===== config.mk =====
export PLATFORM = sky130hd
export DESIGN_NAME = ser_pattern_tx
export DESIGN_NICKNAME = d
export VERILOG_FILES = /design/src/rtl/ser_pattern_pkg.sv /design/src/rtl/ser_pattern_match.sv /design/src/rtl/ser_pattern_tx.sv
export SDC_FILE = /design/constraint.sdc
export NUM_CORES = 1
export LEC_CHECK = 0
export ABC_CLOCK_PERIOD_IN_PS = 1700
export CAP_MARGIN = 20
export CORE_AREA = 8 8 66 68
export DETAILED_ROUTE_END_ITERATION = 12
export DIE_AREA = 0 0 74 76
export PLACE_DENSITY = 0.72
export SETUP_SLACK_MARGIN = 0.02
export SLEW_MARGIN = 20
export SYNTH_ARGS = -nofsm -noshare
export SYNTH_HDL_FRONTEND = slang
export SYNTH_SLANG_ARGS = --single-unit

===== constraint.sdc =====
create_clock -name clock -period 1.7 [get_ports clock]
set_input_delay 0.34 -clock clock [delete_from_list [all_inputs] [get_ports clock]]
set_output_delay 0.34 -clock clock [all_outputs]
set_load 0.01 [all_outputs]

===== src/rtl/ser_pattern_pkg.sv =====
// Shared types and default sizes for the serial pattern transmitter.
// Imported by the top block and the matcher.
package ser_pattern_pkg;

  typedef enum logic {
    IDLE,
    SHIFT
  } state_e;

  localparam int WIDTH_DEF = 8;
  localparam int PAT_W_DEF = 4;
  localparam int CNT_W_DEF = 8;

endpackage


===== src/rtl/ser_pattern_match.sv =====
// Pattern tracker for the transmitted stream.
// Produces the expected-found strobe and a saturating hit counter.
module ser_pattern_match
  import ser_pattern_pkg::*;
#(
  parameter int PAT_W = PAT_W_DEF,
  parameter int CNT_W = CNT_W_DEF
) (
  input  logic             clock,
  input  logic             rst_n,
  input  logic             sbit,
  input  logic             bit_valid,
  input  logic             p_load,
  input  logic [PAT_W-1:0] pattern,
  input  logic             o_load,
  input  logic             overlap,
  output logic             found,
  output logic [CNT_W-1:0] hit_count
);

  localparam int SW = $clog2(PAT_W);
  localparam logic [SW-1:0] SMAX = SW'(PAT_W - 1);

  logic [PAT_W-1:0] pat_reg;
  logic             ovl;
  logic [PAT_W-2:0] hist;
  logic [SW-1:0]    seen;
  logic [PAT_W-1:0] win;

  assign win   = {hist, sbit};
  assign found = bit_valid && (seen == SMAX) && (win == pat_reg);

  // Pattern/overlap config, history window and fill level.
  always_ff @(posedge clock or negedge rst_n) begin
    if (!rst_n) begin
      pat_reg <= '0;
      ovl     <= 1'b0;
      hist    <= '0;
      seen    <= '0;
    end else begin
      if (o_load) ovl <= overlap;
      if (p_load) begin
        pat_reg <= pattern;
        hist    <= '0;
        seen    <= '0;
      end else if (bit_valid) begin
        hist <= win[PAT_W-2:0];
        if (found && !ovl) seen <= '0;
        else if (seen != SMAX) seen <= seen + SW'(1);
      end
    end
  end

  // Occurrence counter, sticks at all-ones.
  always_ff @(posedge clock or negedge rst_n) begin
    if (!rst_n) hit_count <= '0;
    else if (found && (hit_count != '1))
      hit_count <= hit_count + CNT_W'(1);
  end

endmodule


===== src/rtl/ser_pattern_tx.sv =====
// Parallel-to-serial transmitter, MSB first, gapless back-to-back.
// Mirrors the detector's pattern config to drive expected hits.
module ser_pattern_tx
  import ser_pattern_pkg::*;
#(
  parameter int WIDTH = WIDTH_DEF,
  parameter int PAT_W = PAT_W_DEF,
  parameter int CNT_W = CNT_W_DEF
) (
  input  logic             clock,
  input  logic             rst_n,
  input  logic [WIDTH-1:0] data_in,
  input  logic             data_valid,
  output logic             data_ready,
  input  logic [PAT_W-1:0] pattern,
  input  logic             p_load,
  input  logic             overlap,
  input  logic             o_load,
  output logic             ser_out,
  output logic             ser_valid,
  output logic             busy,
  output logic             exp_found,
  output logic [CNT_W-1:0] hit_count
);

  localparam int CW = $clog2(WIDTH);
  localparam logic [CW-1:0] LAST = CW'(WIDTH - 1);

  state_e           state;
  logic [WIDTH-1:0] sreg;
  logic [CW-1:0]    cnt;

  assign data_ready = (state == IDLE) || (cnt == '0);
  assign ser_valid  = (state == SHIFT);
  assign busy       = ser_valid;
  assign ser_out    = sreg[WIDTH-1];

  // Frame handshake and bit shifter; reloads on the last bit if offered.
  always_ff @(posedge clock or negedge rst_n) begin
    if (!rst_n) begin
      state <= IDLE;
      sreg  <= '0;
      cnt   <= '0;
    end else begin
      unique case (state)
        IDLE: begin
          if (data_valid) begin
            sreg  <= data_in;
            cnt   <= LAST;
            state <= SHIFT;
          end
        end
        SHIFT: begin
          if (cnt != '0) begin
            sreg <= sreg << 1;
            cnt  <= cnt - CW'(1);
          end else if (data_valid) begin
            sreg <= data_in;
            cnt  <= LAST;
          end else begin
            sreg  <= '0;
            state <= IDLE;
          end
        end
        default: state <= IDLE;
      endcase
    end
  end

  ser_pattern_match #(
    .PAT_W(PAT_W),
    .CNT_W(CNT_W)
  ) u_match (
    .clock    (clock),
    .rst_n    (rst_n),
    .sbit     (ser_out),
    .bit_valid(ser_valid),
    .p_load   (p_load),
    .pattern  (pattern),
    .o_load   (o_load),
    .overlap  (overlap),
    .found    (exp_found),
    .hit_count(hit_count)
  );

endmodule


==> results of run 1 <==
worst max-delay path: stages, from the launching register on:
cell     delay, ns
dfrtp_1       0.40
xor2_1        0.18
a211o_4       0.33
buf_4         0.16
nor4_4        0.33
nand3_1       0.18
xnor2_1       0.16
cell type report:
cell class                      count  share of cell area, %
Tap cell                           48                  2.907
Clock buffer                        7                  2.665
Clock inverter                      1                 0.2423
Inverter                            5                 0.9085
Timing Repair Buffer               60                  25.44
Multi-Input combinational cell     82                  31.50
Sequential cell                    30                  36.34
what timing repair did:
action | in CTS | in global routing
buffers inserted | 7 | 6
endpoints found under the setup margin | 14 | 12
pin swaps | 4 | 5
cloned | 0 | 0
gates resized for setup | 23 | 4
cells by family after synthesis:
kind of cell / count (synthesis)
and+or+nand+nor: 38
xor gates and xnor gates: 11
buffers and inverters: 11
muxes: 9
DFF: 30
adders and majority gates: 4
AOI/OAI and AO/OA: 20
power breakdown:
part	leakage [nW]	internal, W	total (W)	switching (W)
clock network	0.0353	0.000200	0.000457	0.000257
logic	0.559	0.000537	0.00101	0.000470
registers	0.388	0.000865	0.000965	0.0000997
total	0.982	0.00160	0.00243	0.000827
final timing paths:
| check | start | endpoint | slack [ns] | cells after the start |
|---|---|---|---|---|
| min | rst_n | u_match.hit_count[4] | 0.38 | 2 |
| max in group asynchronous | rst_n | u_match.pat_reg[2] | 1.02 | 2 |
| max | u_match.hist[2] | u_match.hit_count[7] | -0.13 | 6 |
| min reg2reg | sreg[2] | sreg[3] | 0.48 | 2 |
| min in group clock | sreg[2] | sreg[3] | 0.48 | 2 |
| max reg2reg | u_match.hist[2] | u_match.hit_count[7] | -0.13 | 6 |
layer usage:
metal | part of all wire (%) | GRT usage [%]
met3 | 5.5 | 4.342
met4 | 3.5 | 8.400
met5 | 0 | 0
met1 | 43 | 15.62
met2 | 48 | 20.69
stage by stage:
stage	total power [W]	TNS [ns]	setup slack (ns)	utilization, %
2_1_floorplan	0.001440	0	0.01885	-
3_3_place_gp	0.001806	-0.3748	-0.2545	54.65
3_5_place_dp	0.001867	-0.4743	-0.2812	54.65
4_1_cts	0.002364	-0.2227	-0.09107	58.40
5_1_grt	0.002600	-0.8732	-0.2229	60.04
6_report	0.002429	-0.3506	-0.1284	60.04
synthesized netlist by cell type (all sizes together), types with 2 or more instances:
cell / count
dfrtp: 30
nand2: 15
xnor2: 7
nor2: 6
a32oi: 5
inv: 5
mux2: 5
nand3: 5
buf: 4
ha: 4
mux2i: 4
xor2: 4
a21oi: 3
and3: 3
nand2b: 3
o21ai: 3
a211oi: 2
a22oi: 2
clkbuf: 2
nor2b: 2
nor3: 2
==> impl_metrics.py, run 1 <==
metrics = {
    "status": {
        "status": "complete, but fails checks",
        "failed_checks": "setup timing",
    },
    "timing": {
        "max_freq_mhz": 546.9,
        "period_share_pct": 107.6,
        "slew-limit-headroom_pct": 74.19,
        "fin_skew_ns": 0.01652,
        "worst_slack_ns": -0.1284,
        "fin_crit_ns": 1.828,
        "report.final.hold_viol_count": 0,
        "holdWs_ns": 0.3792,
        "rsz0062_at_grt": "yes",
        "final-max-slew-violation-count": 0,
        "worst_pin_slew_ns": 0.3871,
        "setup_viol": 4,
    },
    "logic_synthesis": {
        "synth_compound_area_share_pct": 11.48,
        "synth_simple_gate_area_share_pct": 14.41,
        "syn_area_per_cell_um2": 11.43,
        "synth.area.top_cells": "dfrtp_1, xnor2_1, mux2_2",
        "netlist_area_um2": 1406,
        "synth_xor_area_share_pct": 6.851,
        "synth_top_family_by_area": "simple AND/OR/NAND/NOR gates",
        "synthFlopType": "dfrtp_1",
        "synth-adder-area-share_pct": 3.559,
        "yosys_warnings": 0,
        "synth-seq-area-share_pct": 53.38,
        "synth_area_leader_cell": "dfrtp_1",
        "muxShareOfSynthArea_pct": 6.851,
        "synth_edf_count": 0,
        "netlist.area_leader.share_pct": 53.38,
        "synthDistinctLibCells": 30,
        "ys_ff_latch": 30,
        "synthesis.nets": 145,
        "synthArstFlopShare_pct": 100.0,
        "postSynthCellCount": 123,
    },
    "grt": {
        "gr-total-overflow": 0,
        "grt_pass1_vias": 1263,
        "antenna_found_initial": 0,
        "grt_start_max_net_pins": 31,
        "grt_pass1_wl_mm": 5.837,
        "grt.total_usage_pct": 13.50,
    },
    "cells_and_area": {
        "seq_area_um2": 750.7,
        "syn2layout_area_growth_pct": 46.89,
        "final_common_cell": "dfrtp_1",
        "fin_area_um2": 2066,
        "layout_common_cells": "dfrtp_1, buf_4, clkdlybuf4s50_1",
        "fill_cells": 301,
        "fin_cells": 233,
        "multi_input_comb_area_um2": 650.6,
        "final_nets": 206,
        "drive_gt1_share_pct": 31.35,
        "antennaDiodeCount": 0,
    },
    "placed_design": {
        "portBuffers": 30,
        "post-place-cells": 212,
        "dp.final_hpwl_mm": 2.500,
        "placed_cell_area_um2": 1881,
        "globalplace.congestion": 0.7892,
    },
    "clock_tree": {
        "clock-root-buffer": "clkbuf_4",
        "cts_buffers": 5,
        "holdBufCountCts": 0,
        "cts_tree": "done",
        "clk_pin_slew_ns": 0.10,
        "h-tree-depth": 2,
        "clock_path_buffers": 2,
        "clock-sinks": 30,
        "clkLatencyLatePin_ns": 0.34,
    },
    "run": {
        "cap_violations": 0,
    },
    "detailed_routing": {
        "vias_per_cell": 5.107,
        "drtIter0Drc": 98,
        "via_count": 1190,
        "ant_nets": 0,
        "wl_per_cell_um": 15.61,
        "firstDrtPassIters": 4,
        "drc": 0,
        "wl_mm": 3.637,
    },
    "die": {
        "die-height_um": 76,
        "start_util_pct": 40.87,
        "core_area_um2": 3441,
        "design.portCount": 31,
        "placementRows": 22,
        "die_w_um": 74,
        "dieArea_um2": 5624,
    },
    "setup_path": {
        "critPathMaxFanout": 3,
        "endpoint_kind": "register",
        "cp-start-kind": "register",
        "crit_required_ns": 1.93,
        "critPathKind": "register to register",
        "arrival_ns": 2.06,
    },
    "pwr": {
        "power_density_nw_per_um2": 1176,
        "p_leak_nw": 0.9819,
        "vdd_drop_max_v": 0.0006759,
    },
    "min_path": {
        "hold_class": "input port to asynchronous set/reset pin",
    },
}
No activity file was read; power rests on OpenSTA's default activity.
==> inputs of run 2 (changes only) <==
--- a/config.mk
+++ b/config.mk
@@ -5,12 +5,13 @@
 export SDC_FILE = /design/constraint.sdc
 export NUM_CORES = 1
 export LEC_CHECK = 0
-export ABC_CLOCK_PERIOD_IN_PS = 1700
+export ABC_CLOCK_PERIOD_IN_PS = 2050
 export CAP_MARGIN = 20
-export CORE_AREA = 8 8 66 68
+export CORE_AREA = 8 8 63 65
 export DETAILED_ROUTE_END_ITERATION = 12
-export DIE_AREA = 0 0 74 76
-export PLACE_DENSITY = 0.72
+export DIE_AREA = 0 0 71 73
+export GPL_ROUTABILITY_DRIVEN = 1
+export PLACE_DENSITY = 0.76
 export SETUP_SLACK_MARGIN = 0.02
 export SLEW_MARGIN = 20
 export SYNTH_ARGS = -nofsm -noshare
==> constraint.sdc (replaced) <==
create_clock -name clock -period 2.05 [get_ports clock]
set_input_delay 0.41 -clock clock [delete_from_list [all_inputs] [get_ports clock]]
set_output_delay 0.41 -clock clock [all_outputs]
set_load 0.01 [all_outputs]
==> run 2 against run 1 <==
- the run now ends clean
- clock skew fell by 0.0077 ns
- non-clock buffer count down 20
- worst setup slack better by 0.31 ns
- largest cell class unchanged
==> impl_metrics.py, run 2 (synthesis gave the netlist of run 1 again) <==
metrics = {
    "status": {
        "status": "finished, final reports clean",
    },
    "grt": {
        "grt_pass1_vias": 1199,
        "antenna_found_initial": 0,
        "grt.total_usage_pct": 13.00,
        "grt_pass1_wl_mm": 5.216,
        "gr-total-overflow": 0,
        "grt_start_max_net_pins": 31,
    },
    "setup_path": {
        "rrSetupSlack_ns": 0.29,
        "path_cells": "xor2_1 > a211o_4 > nor2_2 > buf_2",
        "endpoint": "exp_found",
        "critPathSlowestCell": "dfrtp_1",
        "critPathKind": "register to output pin",
        "reg2reg_from": "u_match.hit_count[0]",
        "critPathMaxFanout": 2,
        "reg2reg_depth": 5,
        "crit_required_ns": 1.64,
        "cp-start-kind": "register",
        "worstSetupStartpoint": "u_match.pat_reg[3]",
        "arrival_ns": 1.46,
        "endpoint_kind": "output pin",
        "slowest_delay_ns": 0.39,
        "reg2reg_to": "u_match.hit_count[1]",
    },
    "timing": {
        "max_freq_mhz": 534.7,
        "fin_crit_ns": 1.870,
        "worst_slack_ns": 0.1796,
        "final-max-slew-violation-count": 0,
        "report.final.hold_viol_count": 0,
        "slew-limit-headroom_pct": 73.86,
        "worst_pin_slew_ns": 0.3909,
        "rsz0062_at_grt": "no",
        "setup_viol": 0,
        "fin_skew_ns": 0.008792,
        "period_share_pct": 91.24,
        "tns_ns": 0,
    },
    "detailed_routing": {
        "drc": 0,
        "vias_per_cell": 5.268,
        "firstDrtPassIters": 4,
        "wl_mm": 2.959,
        "via_count": 1043,
        "wl_per_cell_um": 14.94,
        "ant_nets": 0,
        "drtIter0Drc": 56,
    },
    "cells_and_area": {
        "fin_area_um2": 1846,
        "final_common_cell": "dfrtp_1",
        "drive_gt1_share_pct": 17.58,
        "syn2layout_area_growth_pct": 31.23,
        "fin_util_pct": 62.50,
        "layout_common_cells": "dfrtp_1, clkdlybuf4s50_1, nand2_1",
        "antennaDiodeCount": 0,
        "final_nets": 186,
    },
    "placed_design": {
        "portBuffers": 30,
        "dp.final_hpwl_mm": 2.247,
        "placed_cell_area_um2": 1793,
        "post-place-ws_ns": 0.09001,
        "globalplace.congestion": 0.7695,
    },
    "clock_tree": {
        "post_cts_buffers": 0,
        "clock-root-buffer": "clkbuf_4",
        "clk_pin_slew_ns": 0.10,
        "clkLatencyLatePin_ns": 0.33,
        "cts_buffers": 5,
        "clock-sinks": 30,
        "holdBufCountCts": 0,
        "clock_path_buffers": 2,
        "h-tree-depth": 2,
        "cts_tree": "done",
    },
    "die": {
        "die-height_um": 73,
        "design.portCount": 31,
        "die_w_um": 71,
        "core_area_um2": 2953,
        "placementRows": 20,
        "start_util_pct": 47.63,
        "dieArea_um2": 5183,
    },
    "min_path": {
        "hold_class": "input port to asynchronous set/reset pin",
    },
    "run": {
        "cap_violations": 0,
    },
    "pwr": {
        "vdd_drop_max_v": 0.0006601,
        "power_density_nw_per_um2": 973.2,
        "swShare_pct": 33.57,
        "power_frac_seq_pct": 45.3,
        "p_leak_nw": 0.8760,
        "p_sw_w": 0.0006030,
        "pwr-share-clk_pct": 20.5,
        "intPower_w": 0.001193,
        "p_comb_share_pct": 34.2,
    },
}
==> run 2: final cells by class <==
class	count	area, um^2
flip-flops and latches	30	750.7
clock inverters	1	5.005
repair buffers	40	365.4
clock buffers	7	55.05
fillers	274	1107
inverters	5	18.77
well taps	33	41.29
multi-input cells	82	609.3
==> run 2: power groups by stage <==
stage	Clock, W	Sequential, W	Combinational [W]
2_1_floorplan	0	0.000813	0.000377
3_3_place_gp	0	0.000819	0.000590
3_5_place_dp	0	0.000826	0.000630
4_1_cts	0.000378	0.000813	0.000627
5_1_grt	0.000410	0.000831	0.000684
6_report	0.000369	0.000813	0.000615
==> run 2: through the flow <==
step	cells	hold WS (ns)	total power, W
floorplan	123	0.1144	0.001190
global route	198	0.4981	0.001925
global placement	190	0.4551	0.001410
CTS	198	0.4651	0.001818
detailed placement	190	0.4590	0.001456
finish	198	0.4565	0.001796
==> run 2: worst min-delay path by stage <==
stage               slack, ns              endpoint  startpoint  cells past startpoint
floorplan                0.11                  busy       rst_n                      0
global placement         0.46                cnt[0]      cnt[0]                      1
detailed placement       0.46                cnt[0]      cnt[0]                      1
CTS                      0.47  u_match.hit_count[6]       rst_n                      2
global route             0.50                  busy       rst_n                      2
finish                   0.46  u_match.hit_count[6]       rst_n                      2
==> run 2: routing by layer <==
| metal | up-vias | wire, um | part of all wire (%) | track usage, % |
|---|---|---|---|---|
| met2 | 26 | 1477 | 50 | 21.94 |
| met3 | 5 | 202 | 6.8 | 4.808 |
| li1 | 510 | - | - | - |
| met4 | 0 | 45 | 1.5 | 8.314 |
| met1 | 502 | 1233 | 42 | 13.41 |
| met5 | - | 0 | 0 | 0 |
==> run 2: worst max-delay path, delay by kind of cell (launching register included) <==
family,cells,cell delay (ns)
AOI/OAI and AO/OA,1,0.32
xor gates and xnor gates,1,0.17
buffers and inverters,1,0.14
DFF,1,0.39
and+or+nand+nor,1,0.12
==> run 2: repair_timing <==
action,in CTS,in global routing
endpoints found under the hold margin,0,0
gates resized for setup,4,4
setup endpoints to repair,2,2
==> inputs of run 3 (changes only) <==
--- a/config.mk
+++ b/config.mk
@@ -6,12 +6,12 @@
 export NUM_CORES = 1
 export LEC_CHECK = 0
 export ABC_CLOCK_PERIOD_IN_PS = 2050
-export CAP_MARGIN = 20
 export CORE_AREA = 8 8 63 65
 export DETAILED_ROUTE_END_ITERATION = 12
 export DIE_AREA = 0 0 71 73
 export GPL_ROUTABILITY_DRIVEN = 1
 export PLACE_DENSITY = 0.76
+export REMOVE_ABC_BUFFERS = 1
 export SETUP_SLACK_MARGIN = 0.02
 export SLEW_MARGIN = 20
 export SYNTH_ARGS = -nofsm -noshare
==> run 3 against run 2 <==
- register-to-register slack got worse by 0.02 ns
- clock skew barely moved
- largest cell class unchanged
- maximum frequency fell by 2.6%
- first-iteration DRC count fell by 16%
- critical path depth fell by 2
- sequential cell count did not move
- utilization rose by 0.55 points
- die area did not move
- wire length rose by 2.4%
- highest routed layer unchanged
==> impl_metrics.py, run 3 (synthesis gave the netlist of run 1 again) <==
metrics = {
    "status": {
        "status": "finished, final reports clean",
    },
    "cells_and_area": {
        "multi_input_comb_area_um2": 609.3,
        "fin_cells": 200,
        "layout_common_cells": "dfrtp_1, clkdlybuf4s50_1, nand2_1",
        "fill_cells": 257,
        "final_nets": 188,
        "seq_area_um2": 752.0,
        "antennaDiodeCount": 0,
        "drive_gt1_share_pct": 19.16,
        "final_common_cell": "dfrtp_1",
        "syn2layout_area_growth_pct": 32.38,
    },
    "placed_design": {
        "post-place-cells": 190,
        "dp.final_hpwl_mm": 2.324,
        "portBuffers": 30,
        "globalplace.congestion": 0.7802,
    },
    "clock_tree": {
        "holdBufCountCts": 0,
        "cts_tree": "done",
        "clk_pin_slew_ns": 0.09,
        "h-tree-depth": 2,
        "clkLatencyLatePin_ns": 0.33,
        "clock_path_buffers": 2,
        "clock-root-buffer": "clkbuf_4",
        "clock-sinks": 30,
        "cts_buffers": 5,
    },
    "timing": {
        "fin_skew_ns": 0.008572,
        "report.final.hold_viol_count": 0,
        "tns_ns": 0,
        "fin_crit_ns": 1.920,
        "setup_viol": 0,
        "worst_pin_slew_ns": 0.3738,
        "slew-limit-headroom_pct": 75.00,
        "period_share_pct": 93.66,
        "final-max-slew-violation-count": 0,
        "rsz0062_at_grt": "no",
        "max_freq_mhz": 520.8,
    },
    "pwr": {
        "p_comb_share_pct": 34.4,
        "p_sw_w": 0.0005976,
        "power_density_nw_per_um2": 963.4,
        "vdd_drop_max_v": 0.0006237,
        "pwr-share-clk_pct": 20.2,
        "power_frac_seq_pct": 45.4,
        "swShare_pct": 33.32,
        "p_leak_nw": 0.8858,
        "intPower_w": 0.001196,
    },
    "detailed_routing": {
        "drt-met1-wl_mm": 1.243,
        "via_count": 1072,
        "ant_nets": 0,
        "drtIter0Drc": 47,
        "wl_met2_mm": 1.517,
        "drc": 0,
        "wl_mm": 3.030,
        "wl_met3_um": 206,
        "vias_per_cell": 5.360,
        "wl_per_cell_um": 15.15,
        "dr.max_layer_used": "met4",
        "firstDrtPassIters": 4,
    },
    "grt": {
        "grt_pass1_vias": 1164,
        "antenna_found_initial": 0,
        "gr-total-overflow": 0,
        "grt.total_usage_pct": 12.92,
        "grt_start_max_net_pins": 31,
        "grt_pass1_wl_mm": 5.188,
    },
    "setup_path": {
        "reg2reg_depth": 5,
        "arrival_ns": 1.51,
        "critPathKind": "register to output pin",
        "critPathMaxFanout": 7,
        "cp-start-kind": "register",
        "endpoint_kind": "output pin",
        "rrSetupSlack_ns": 0.27,
        "crit_required_ns": 1.64,
    },
    "min_path": {
        "hold_class": "input port to asynchronous set/reset pin",
    },
    "die": {
        "dieArea_um2": 5183,
        "placementRows": 20,
        "core_area_um2": 2953,
        "die_w_um": 71,
        "design.portCount": 31,
        "start_util_pct": 47.63,
        "die-height_um": 73,
    },
    "run": {
        "cap_violations": 0,
    },
}
[run 3: cell count changes in the layout (fill, tap and decap cells not counted), sizes merged]
cell and change:
buf +2
[run 3: power groups by stage]
| stage | clock network, W | registers [W] | logic, W |
|---|---|---|---|
| 2_1_floorplan | 0 | 0.000827 | 0.000332 |
| 3_3_place_gp | 0 | 0.000817 | 0.000595 |
| 3_5_place_dp | 0 | 0.000825 | 0.000628 |
| 4_1_cts | 0.000373 | 0.000815 | 0.000625 |
| 5_1_grt | 0.000399 | 0.000830 | 0.000698 |
| 6_report | 0.000362 | 0.000815 | 0.000617 |
[run 3: metrics by stage]
step	area, um^2	utilization, %	hold slack, ns	total power, W	setup WS (ns)
6_report	1862	63.05	0.4545	0.001794	0.1300
2_1_floorplan	1376	-	0.1144	0.001159	0.3304
3_5_place_dp	1793	60.72	0.4650	0.001453	0.06499
3_3_place_gp	1793	60.72	0.4521	0.001412	0.1125
4_1_cts	1856	62.84	0.4548	0.001812	0.02703
5_1_grt	1862	63.05	0.4755	0.001927	0.07204
[run 3: layout make-up]
type	instances	area share (%)
well taps	33	2.218
clock buffers	7	2.957
flip-flops and latches	30	40.39
multi-input cells	82	32.73
clock inverters	1	0.2688
inverters	5	1.008
repair buffers	42	20.43
[run 3: critical path, stage by stage (launching register included)]
cell and delay, ns:
dfrtp_2 0.44, buf_4 0.19, clkdlybuf4s50_1 0.55
[run 3: per-layer routing]
metal,vias to the layer above,GRT usage [%]
met2,36,22.55
met5,-,0
met3,7,4.808
li1,515,-
met4,0,8.083
met1,514,12.78
[run 3: final timing paths]
| kind | startpoint | end |
|---|---|---|
| max in group asynchronous | rst_n | busy |
| max | busy | ser_valid |
| min | rst_n | cnt[0] |
| max reg2reg | u_match.hit_count[0] | u_match.hit_count[1] |
| min reg2reg | sreg[1] | sreg[2] |
| min in group clock | sreg[1] | sreg[2] |
[run 3: timing repair]
action | 4_1_cts | 5_1_grt
setup endpoints to repair | 2 | 4
resized for setup | 5 | 4
buffers inserted | 0 | 2
